--- config.mk ---
export PLATFORM = sky130hd
export DESIGN_NAME = prefix_adder_pipe
export DESIGN_NICKNAME = d
export VERILOG_FILES = /design/src/rtl/adder_pkg.sv /design/src/rtl/kpg_prefix_level.sv /design/src/rtl/prefix_adder_pipe.sv
export SDC_FILE = /design/constraint.sdc
export NUM_CORES = 1
export LEC_CHECK = 0
export BUFFER_PORTS_ARGS = -buffer_cell sky130_fd_sc_hd__buf_2
export CORE_MARGIN = 3
export CORE_UTILIZATION = 50
export CTS_BUF_LIST = sky130_fd_sc_hd__clkbuf_8
export CTS_CLUSTER_DIAMETER = 100
export DETAILED_ROUTE_END_ITERATION = 8
export PLACE_DENSITY = 0.81
export REMOVE_ABC_BUFFERS = 1
export SYNTH_ARGS = -nofsm -noshare
export SYNTH_HDL_FRONTEND = slang
export SYNTH_HIERARCHICAL = 1
export SYNTH_SLANG_ARGS = --single-unit
--- constraint.sdc ---
create_clock -name clk -period 3.1 [get_ports clk]
set_input_delay 0.31 -clock clk [delete_from_list [all_inputs] [get_ports clk]]
set_output_delay 0.31 -clock clk [all_outputs]
set_load 0.005 [all_outputs]
--- src/rtl/adder_pkg.sv ---
// Shared KPG carry-resolution types and helpers for the prefix adder datapath.
// Encoding: KILL=00, PROP=01, GEN=11, so bit1 is the generate term and bit0 the any-one term.
package adder_pkg;

  typedef logic [1:0] kpg_t;

  localparam kpg_t KPG_KILL = 2'b00;
  localparam kpg_t KPG_PROP = 2'b01;
  localparam kpg_t KPG_GEN  = 2'b11;

  // The upper span decides unless it only propagates, in which case the lower span shows through.
  function automatic kpg_t kpg_combine(input kpg_t hi, input kpg_t lo);
    return (hi == KPG_PROP) ? lo : hi;
  endfunction

  function automatic int clog2(input int v);
    int r;
    r = 0;
    while ((1 << r) < v) r = r + 1;
    return r;
  endfunction

endpackage

--- src/rtl/kpg_prefix_level.sv ---
// One Kogge-Stone level: entry i merges with entry i-DIST; pure combinational, no handshake.
// Entries below DIST already hold their final span for this level and pass straight through.
module kpg_prefix_level
  import adder_pkg::*;
#(
  parameter int N    = 25,
  parameter int DIST = 1
) (
  input  kpg_t [N-1:0] src,
  output kpg_t [N-1:0] res
);

  for (genvar i = 0; i < N; i++) begin : g_cell
    if (i < DIST) begin : g_pass
      assign res[i] = src[i];
    end else begin : g_comb
      assign res[i] = kpg_combine(src[i], src[i-DIST]);
    end
  end

endmodule

--- src/rtl/prefix_adder_pipe.sv ---
// Pipelined Kogge-Stone add/sub; latency ceil(LEVELS/LPS)+1 cycles, one beat per cycle.
// All stages advance together only when the output slot is empty or being drained.
module prefix_adder_pipe
  import adder_pkg::*;
#(
  parameter int WIDTH = 24,
  parameter int LPS   = 1,
  parameter int TAG_W = 4
) (
  input  logic             clk,
  input  logic             rst,
  input  logic             in_valid,
  output logic             in_ready,
  input  logic [WIDTH-1:0] a,
  input  logic [WIDTH-1:0] b,
  input  logic             sub,
  input  logic [TAG_W-1:0] in_tag,
  output logic             out_valid,
  input  logic             out_ready,
  output logic [WIDTH:0]   sum,
  output logic             ovf,
  output logic [TAG_W-1:0] out_tag
);

  localparam int N      = WIDTH + 1;
  localparam int LEVELS = clog2(N);
  localparam int NSTG   = (LEVELS + LPS - 1) / LPS;

  logic en;
  assign en       = !out_valid || out_ready;
  assign in_ready = en && !rst;

  logic [WIDTH-1:0] a_q, b_q;
  logic             sub_q;
  logic             vld   [0:NSTG];
  logic [TAG_W-1:0] tag_s [0:NSTG];
  logic [WIDTH-1:0] p_s   [1:NSTG];
  kpg_t [N-1:0]     kq    [1:NSTG];

  logic [WIDTH-1:0] bx, p0;
  kpg_t [N-1:0]     kpg0;

  assign bx = b_q ^ {WIDTH{sub_q}};
  assign p0 = a_q ^ bx;

  // Entry 0 is the carry-in; subtraction injects the +1 of the two's complement here.
  always_comb begin
    kpg0    = '0;
    kpg0[0] = sub_q ? KPG_GEN : KPG_KILL;
    for (int i = 0; i < WIDTH; i++) begin
      kpg0[i+1] = {a_q[i] & bx[i], a_q[i] | bx[i]};
    end
  end

  kpg_t [N-1:0] lvl_i [1:LEVELS];
  kpg_t [N-1:0] lvl_o [1:LEVELS];
  kpg_t [N-1:0] stg_d [1:NSTG];

  for (genvar k = 1; k <= LEVELS; k++) begin : g_lvl
    if ((k - 1) % LPS != 0) begin : g_chain
      assign lvl_i[k] = lvl_o[k-1];
    end else if (k == 1) begin : g_first
      assign lvl_i[k] = kpg0;
    end else begin : g_reg
      assign lvl_i[k] = kq[(k-1)/LPS];
    end
    kpg_prefix_level #(.N(N), .DIST(1 << (k - 1))) u_lvl (
      .src (lvl_i[k]),
      .res (lvl_o[k])
    );
  end

  for (genvar s = 1; s <= NSTG; s++) begin : g_stg
    localparam int LAST = (s * LPS < LEVELS) ? s * LPS : LEVELS;
    assign stg_d[s] = lvl_o[LAST];
  end

  logic [N-1:0] carry;
  logic [WIDTH:0] sum_d;
  logic           ovf_d;

  always_comb begin
    carry = '0;
    for (int i = 0; i <= WIDTH; i++) begin
      carry[i] = (kq[NSTG][i] == KPG_GEN);
    end
  end

  assign sum_d = {carry[WIDTH], p_s[NSTG] ^ carry[WIDTH-1:0]};
  assign ovf_d = carry[WIDTH] ^ carry[WIDTH-1];

  // Data registers only load under a valid beat so bubbles leave the last result in place.
  always_ff @(posedge clk) begin
    if (rst) begin
      a_q       <= '0;
      b_q       <= '0;
      sub_q     <= 1'b0;
      out_valid <= 1'b0;
      sum       <= '0;
      ovf       <= 1'b0;
      out_tag   <= '0;
      for (int s = 0; s <= NSTG; s++) begin
        vld[s]   <= 1'b0;
        tag_s[s] <= '0;
      end
      for (int s = 1; s <= NSTG; s++) begin
        p_s[s] <= '0;
        kq[s]  <= '0;
      end
    end else if (en) begin
      vld[0] <= in_valid;
      if (in_valid) begin
        a_q      <= a;
        b_q      <= b;
        sub_q    <= sub;
        tag_s[0] <= in_tag;
      end
      vld[1] <= vld[0];
      if (vld[0]) begin
        kq[1]    <= stg_d[1];
        p_s[1]   <= p0;
        tag_s[1] <= tag_s[0];
      end
      for (int s = 2; s <= NSTG; s++) begin
        vld[s] <= vld[s-1];
        if (vld[s-1]) begin
          kq[s]    <= stg_d[s];
          p_s[s]   <= p_s[s-1];
          tag_s[s] <= tag_s[s-1];
        end
      end
      out_valid <= vld[NSTG];
      if (vld[NSTG]) begin
        sum     <= sum_d;
        ovf     <= ovf_d;
        out_tag <= tag_s[NSTG];
      end
    end
  end

endmodule

==> results of run 1 <==
[cell usage in the layout, fill, tap and decap left out, drive strengths merged]
cell and n:
edfxtp 400, and2 394, buf 109, inv 99, a21o 99, o21a 94
clkbuf 81, dfxtp 80, dlygate4sd3 53, a22o 49, ha 48, a21oi 32
xnor2 25, nand2 25, a211oi 25, xor2 24, clkinv 18, nor3b 6
o21ai 5, nand3 4, clkinvlp 3, nor2 2, nand2b 2, bufinv 2
and2b 1, or3 1
[cell families (layout without fill, tap and decap cells)]
logic type	Yosys count	count (layout)	share of synthesized area, %
adders and majority gates	48	48	2.91
xor gates and xnor gates	49	49	2.08
DFF	480	480	65.9
buffers and inverters	205	365	5.17
AOI/OAI and AO/OA	304	304	10.9
and+or+nand+nor	435	435	13.0
[area by class of cell]
class	instances	area [um2]
Sequential cell	480	13600
Inverter	74	278
Timing Repair Buffer	162	1190
Tap cell	525	657
Clock inverter	48	267
Multi-Input combinational cell	836	6030
Clock buffer	81	1110
Fill cell	3049	17100
[repair_timing]
action | 4_1_cts | 5_1_grt
gates resized for setup | 0 | 0
hold endpoints to repair | 53 | 0
buffers inserted | 0 | 0
hold buffers | 53 | 0
[state kept, by name, indices dropped and copies added (netlist names)]
signal,count
tag_s,24
p_s,120
a_q,24
ovf,1
vld,6
out_tag,4
kq,250
b_q,24
sub_q,1
out_valid,1
sum,25
[metal layers]
| layer | global-route usage [%] | wire length (um) | vias to the layer above | part of all wire, % |
|---|---|---|---|---|
| met5 | 0 | 0 | - | 0 |
| met2 | 24.9 | 15800 | 211 | 49 |
| met1 | 18.6 | 14400 | 5003 | 44 |
| met3 | 2.97 | 1330 | 69 | 4.1 |
| met4 | 5.98 | 847 | 0 | 2.6 |
| li1 | - | - | 5465 | - |
[power by group]
group | switching, uW | internal, uW
Combinational | 393 | 344
Sequential | 174 | 7320
Clock | 2280 | 2570
[worst paths after layout]
kind         depth (start not counted)  slack [ns]      start         end
max                                  3        1.24  out_valid   kq[0][46]
min                                  2        0.21        rst  out_tag[0]
max reg2reg                          3        1.24  out_valid   kq[0][46]
min reg2reg                          1        0.48      sub_q       sub_q
[stage by stage]
step                      hold WS, ns  worst slack (ns)  instance area [um2]
final                           0.215              1.24                23100
after floorplan                 0.379             -1.05                19900
after global placement          0.466              1.17                21200
after CTS                       0.188              1.23                23100
after global routing            0.203              1.10                23100
after detailed placement        0.470              1.10                21200
==> impl_results.md, run 1 <==
* Outcome: complete, no violations
* Total routed wirelength at 32,400 um
* Iter 0 DRT Violations at 593
* Tcrit/Tclk final at 59.9%
* Largest net degree at the start of global routing at 80
* IO Count at 89
* DR WL/cell at ~15 um
* Worst slew pin tran at 0.561 ns
* RSZ-0062 raised after global routing: no
* Clock Sinks at 480
* Cells after synthesis at approximately 1,500
* Crit end category: register
* DPL Wire Length at 22,700 um
* CTS Root Buffer Type: clkbuf_8
* DR pass1 iterations at 5
* Max_cap viols at 0
* Via count at 10,748
* GR Util All Layers at between 10 and 15%
* Clock transition at the registers of the reported paths at 0.06 ns
* Initial antenna violation count at 0
* Max Clock Skew at 0.0286 ns
* H-tree levels at 3
* Ys flop type: edfxtp_1
* Die height at 209 um
* Clk_lat worst skew at 0.59 ns
* Initial Utilization at roughly half
* Worst-path maximum fanout at 50
* Final Slew Violations at 0
* Number of diodes at 0
* Area fraction of the dominant cell type after synthesis at 58.2%
* Worst path slowest cell: a21o_2
* Routed vias/inst at a little under 5
* WP data arrival at ~2.1 ns
* Synth top area cells: edfxtp_1 58%, and2_1 12%, dfxtp_1 7.8%
* Nets at 1,732
* Worst EP required at between 3 and 4 ns
* Yosys warning count at 6
* Max Freq at 538 MHz
* Hold Vio Cnt, Final at 0
* Die Width at ~210 um
* Most frequent cell after synthesis: edfxtp_1
* Sequential share of the synthesized area at 65.9%
* CP peak stage delay at 0.51 ns
* Unique masters post-synth at 27
* Max clock buf depth at 3
* Leak at 0.00978 uW
* Pwr Total at 13,100 uW
* CTS tree: yes
* Synth-to-Final Area Change at 12.1%
* Worst-path cell chain: nand2b_1, a21o_2, buf_12
* Synth top cells by count: 400 x edfxtp_1, 394 x and2_1, 94 x o21a_1
* Slew HR at 62.6%
* CP Launch Type: register
* Setup tns final at 0 ns
* Top cell family by delay on the critical path: compound AO/OA/AOI/OAI gates
* Core outline area at 40,300 um2
* Min cycle time layout at 1.86 ns
* Async set or reset register ratio after synthesis at 0%
* Inserted Clock Buffers at 73
* Syn Area/Cell at about 14 um2
* CP bufs+invs at 1
* Pwr/cell area at 565 nW/um2
* First-pass GRT wire length at 53,600 um
* Largest area contributor in the netlist: edfxtp_1
* PortBufs at 88
* DRC violations left at 0
* Synth Cell Area at between 20,000 and 25,000 um2
* Layout Utilization at roughly 57%
* Post-route ant nets at 0
* #FFs+latches synth at 480
* Post-synth EDFFs at 400
* Vias in the first global route at 10,889
* Cells after DPL at 2,024
* Rows at 73
* Crit Path Category: register to register
* Post-Layout Cell Count at ~2,200
* Worst Hold Class: input pin to register
* GRT overflow at 0
* Final setup viols at 0
* VDD IR max at about 0.27 mV
* Share of cells above drive strength 1 at 13.3%
* Die ar. at around 44,000 um2
* GPL Wtd Cong at between 0.7 and 0.8
Note: power is estimated with default switching activity, not from simulation.
==> run 2, diff against run 1 <==
--- a/config.mk
+++ b/config.mk
@@ -11,7 +11,7 @@
 export CTS_BUF_LIST = sky130_fd_sc_hd__clkbuf_8
 export CTS_CLUSTER_DIAMETER = 100
 export DETAILED_ROUTE_END_ITERATION = 8
-export PLACE_DENSITY = 0.81
+export PLACE_DENSITY = 0.79
 export REMOVE_ABC_BUFFERS = 1
 export SYNTH_ARGS = -nofsm -noshare
 export SYNTH_HDL_FRONTEND = slang
==> constraint.sdc (replaced) <==
create_clock -name clk -period 1.83 [get_ports clk]
set_input_delay 0.183 -clock clk [delete_from_list [all_inputs] [get_ports clk]]
set_output_delay 0.183 -clock clk [all_outputs]
set_load 0.005 [all_outputs]
==> run 2 against run 1 <==
  * Sequential share of layout area shrank 0.31 points
  * Critical path depth is 1 higher
  * Via count down 1.5%
  * Power grew 70%
  * Sequential power is 69% higher
  * Routed wire length is 1.0% lower
  * Non-clock buffer count is 5 higher
  * Clock-buffer cell count down 2
  * Clock skew down 0.00063 ns
  * Worst hold slack got worse by 0.13 ns
  * Global-route usage increased by 0.052 points
  * Largest power group unchanged
==> impl_results.md, run 2 (synthesis gave the netlist of run 1 again) <==
* Inserted Clock Buffers at 73 (unchanged)
* VDD IR max at 0.551 mV (was 0.273 mV)
* Crit Path Category: register to register (unchanged)
* Die Width at 209 um (unchanged)
* Rows at 73 (unchanged)
* H-tree levels at 3 (unchanged)
* Pwr/cell area at 955 nW/um2 (was 565 nW/um2)
* Hold path depth at 2 (unchanged)
* Max Clock Skew at 0.0280 ns (was 0.0286 ns)
* Routed vias/inst at 4.79 (was 4.87)
* Final setup viols at 0 (unchanged)
* Hold buffer count at CTS at 53 (unchanged)
* Sw Ratio at 21.6% (was 21.7%)
* Largest register FFs at 250 (unchanged)
* GRT overflow at 0 (unchanged)
* Core outline area at 40,300 um2 (unchanged)
* R2R Path Start: out_valid (unchanged)
* DR pass1 iterations at 5 (unchanged)
* GR Util All Layers at 14.8% (was 14.7%)
* DRC violations left at 0 (unchanged)
* Leak at 0.00983 uW (was 0.00978 uW)
* Crit end category: register (unchanged)
* Number of diodes at 0 (unchanged)
* First-pass GRT wire length at 53,700 um (was 53,600 um)
* WP data arrival at 2.06 ns (was 2.12 ns)
* CP Launch Point: out_valid (unchanged)
* Largest register by flop count: kq (unchanged)
* Clock transition at the registers of the reported paths at 0.06 ns (about the same)
* Hold Vio Cnt, Final at 0 (unchanged)
* Min-delay src: rst (unchanged)
* GPL Wtd Cong at 0.775 (about the same)
* Setup tns final at 0 ns (unchanged)
* FF-to-FF path depth at 4 (was 3)
* DR WL/cell at 14.5 um (was 14.7 um)
* Tcrit/Tclk final at 89.9% (was 59.9%)
* Comb pwr share at 5.8% (was 5.6%)
* Largest net degree at the start of global routing at 80 (unchanged)
* Clk_lat worst skew at 0.59 ns (about the same)
* Worst-path maximum fanout at 79 (was 50)
* Worst slew pin tran at 0.509 ns (was 0.561 ns)
* Nets at 1,737 (was 1,732)
* CTS-repair resized insts at 0 (unchanged)
* Layout Utilization at 57.8% (was 57.5%)
* Slew HR at 66.1% (was 62.6%)
* PortBufs at 88 (unchanged)
* Clock Sinks at 480 (unchanged)
* Final Slew Violations at 0 (unchanged)
* Internal power at 17,400 uW (was 10,200 uW)
* CP Launch Type: register (unchanged)
* Total routed wirelength at 32,100 um (was 32,400 um)
* Min cycle time layout at 1.65 ns (was 1.86 ns)
* Iter 0 DRT Violations at 639 (was 593)
* Setup bufs post-CTS at 0 (unchanged)
* Power share of the clock group at 37.1% (about the same)
* RSZ-0062 raised after global routing: no (unchanged)
* Worst Hold Class: input pin to register (unchanged)
* Vias in the first global route at 10,732 (was 10,889)
* Flop pwr share at 57.1% (was 57.3%)
* Die ar. at 43,800 um2 (unchanged)
* Commonest non-fill, non-tap cell in the layout: edfxtp_1 (unchanged)
* Switching pwr at 4800 uW (was 2850 uW)
* Top flop regs: kq (250), p_s (120), sum (25) (unchanged)
* Die height at 209 um (unchanged)
* Fillers at 3,028 (was 3,049)
* Worst EP required at 2.25 ns (was 3.36 ns)
* DPL Wire Length at 22,200 um (was 22,700 um)
* CTS Root Buffer Type: clkbuf_8 (unchanged)
* Via count at 10,590 (was 10,748)
* Most frequent cells in the layout: 400 x edfxtp_1, 394 x and2_1, 99 x inv_1 (was 400 x edfxtp_1, 394 x and2_1, 96 x inv_1)
* Share of cells above drive strength 1 at 13.4% (was 13.3%)
* CTS tree: yes (unchanged)
* Post-route ant nets at 0 (unchanged)
* Max_cap viols at 0 (unchanged)
* Initial Utilization at 51.3% (unchanged)
* Synth-to-Final Area Change at 12.7% (was 12.1%)
* Outcome: complete, no violations (unchanged)
* Max clock buf depth at 3 (unchanged)
* Initial antenna violation count at 0 (unchanged)
* IO Count at 89 (unchanged)
* Max Freq at 608 MHz (was 538 MHz)
## run 2: cell types whose count changed in the layout (fill, tap and decap cells not counted)
cell,before,now
clkinv_4,0,1
buf_12,5,11
clkinvlp_4,3,5
clkinv_1,12,13
inv_1,96,99
clkbuf_8,81,79
bufinv_16,2,3
buf_4,16,15
clkinv_2,6,5
inv_6,3,0
## run 2: power by group through the flow
stage               Clock (uW)  Sequential (uW)  Combinational (uW)
floorplan                    0            12800                 796
CTS                       8440            12700                1300
finish                    8240            12700                1280
detailed placement           0            12900                1200
global route              8990            12800                1450
global placement             0            12900                1160
## run 2: cell type report
class,count,area (um2),share of cell area [%]
Timing Repair Buffer,167,1300,5.60
Sequential cell,480,13600,58.5
Clock inverter,52,304,1.31
Multi-Input combinational cell,836,6030,25.9
Inverter,74,278,1.19
Clock buffer,79,1090,4.67
Tap cell,525,657,2.82
## run 2: per-stage QoR
step / instances / total power, uW / setup WS [ns] / instance area [um2] / hold WS (ns)
after detailed placement: 2029 / 14100 / 0.149 / 21300 / 0.394
after global routing: 2213 / 23200 / 0.0498 / 23300 / 0.0735
after floorplan: 1390 / 13600 / -2.32 / 19900 / 0.252
after global placement: 2029 / 14100 / 0.205 / 21300 / 0.395
after CTS: 2213 / 22400 / 0.134 / 23300 / 0.0391
final: 2213 / 22200 / 0.185 / 23300 / 0.0895
## run 2: path summary, 6_finish.rpt
| check | to | slack, ns |
|---|---|---|
| hold / removal | out_tag[3] | 0.09 |
| setup / recovery | p_s[0][93] | 0.18 |
| hold reg to reg | sum[24] | 0.48 |
| setup reg to reg | p_s[0][93] | 0.18 |
## run 2: critical path, cell delays in order, from the launching register on
cell and delay (ns):
dfxtp_1 0.32, and2b_4 0.25, nor3b_4 0.18, buf_4 0.43, and2_1 0.27
## run 2: routing by layer
metal	GRT usage, %	wire length [um]	up-vias
met3	2.70	1210	66
met5	0	0	-
li1	-	-	5479
met2	24.3	15400	180
met1	19.4	14500	4865
met4	6.14	984	0
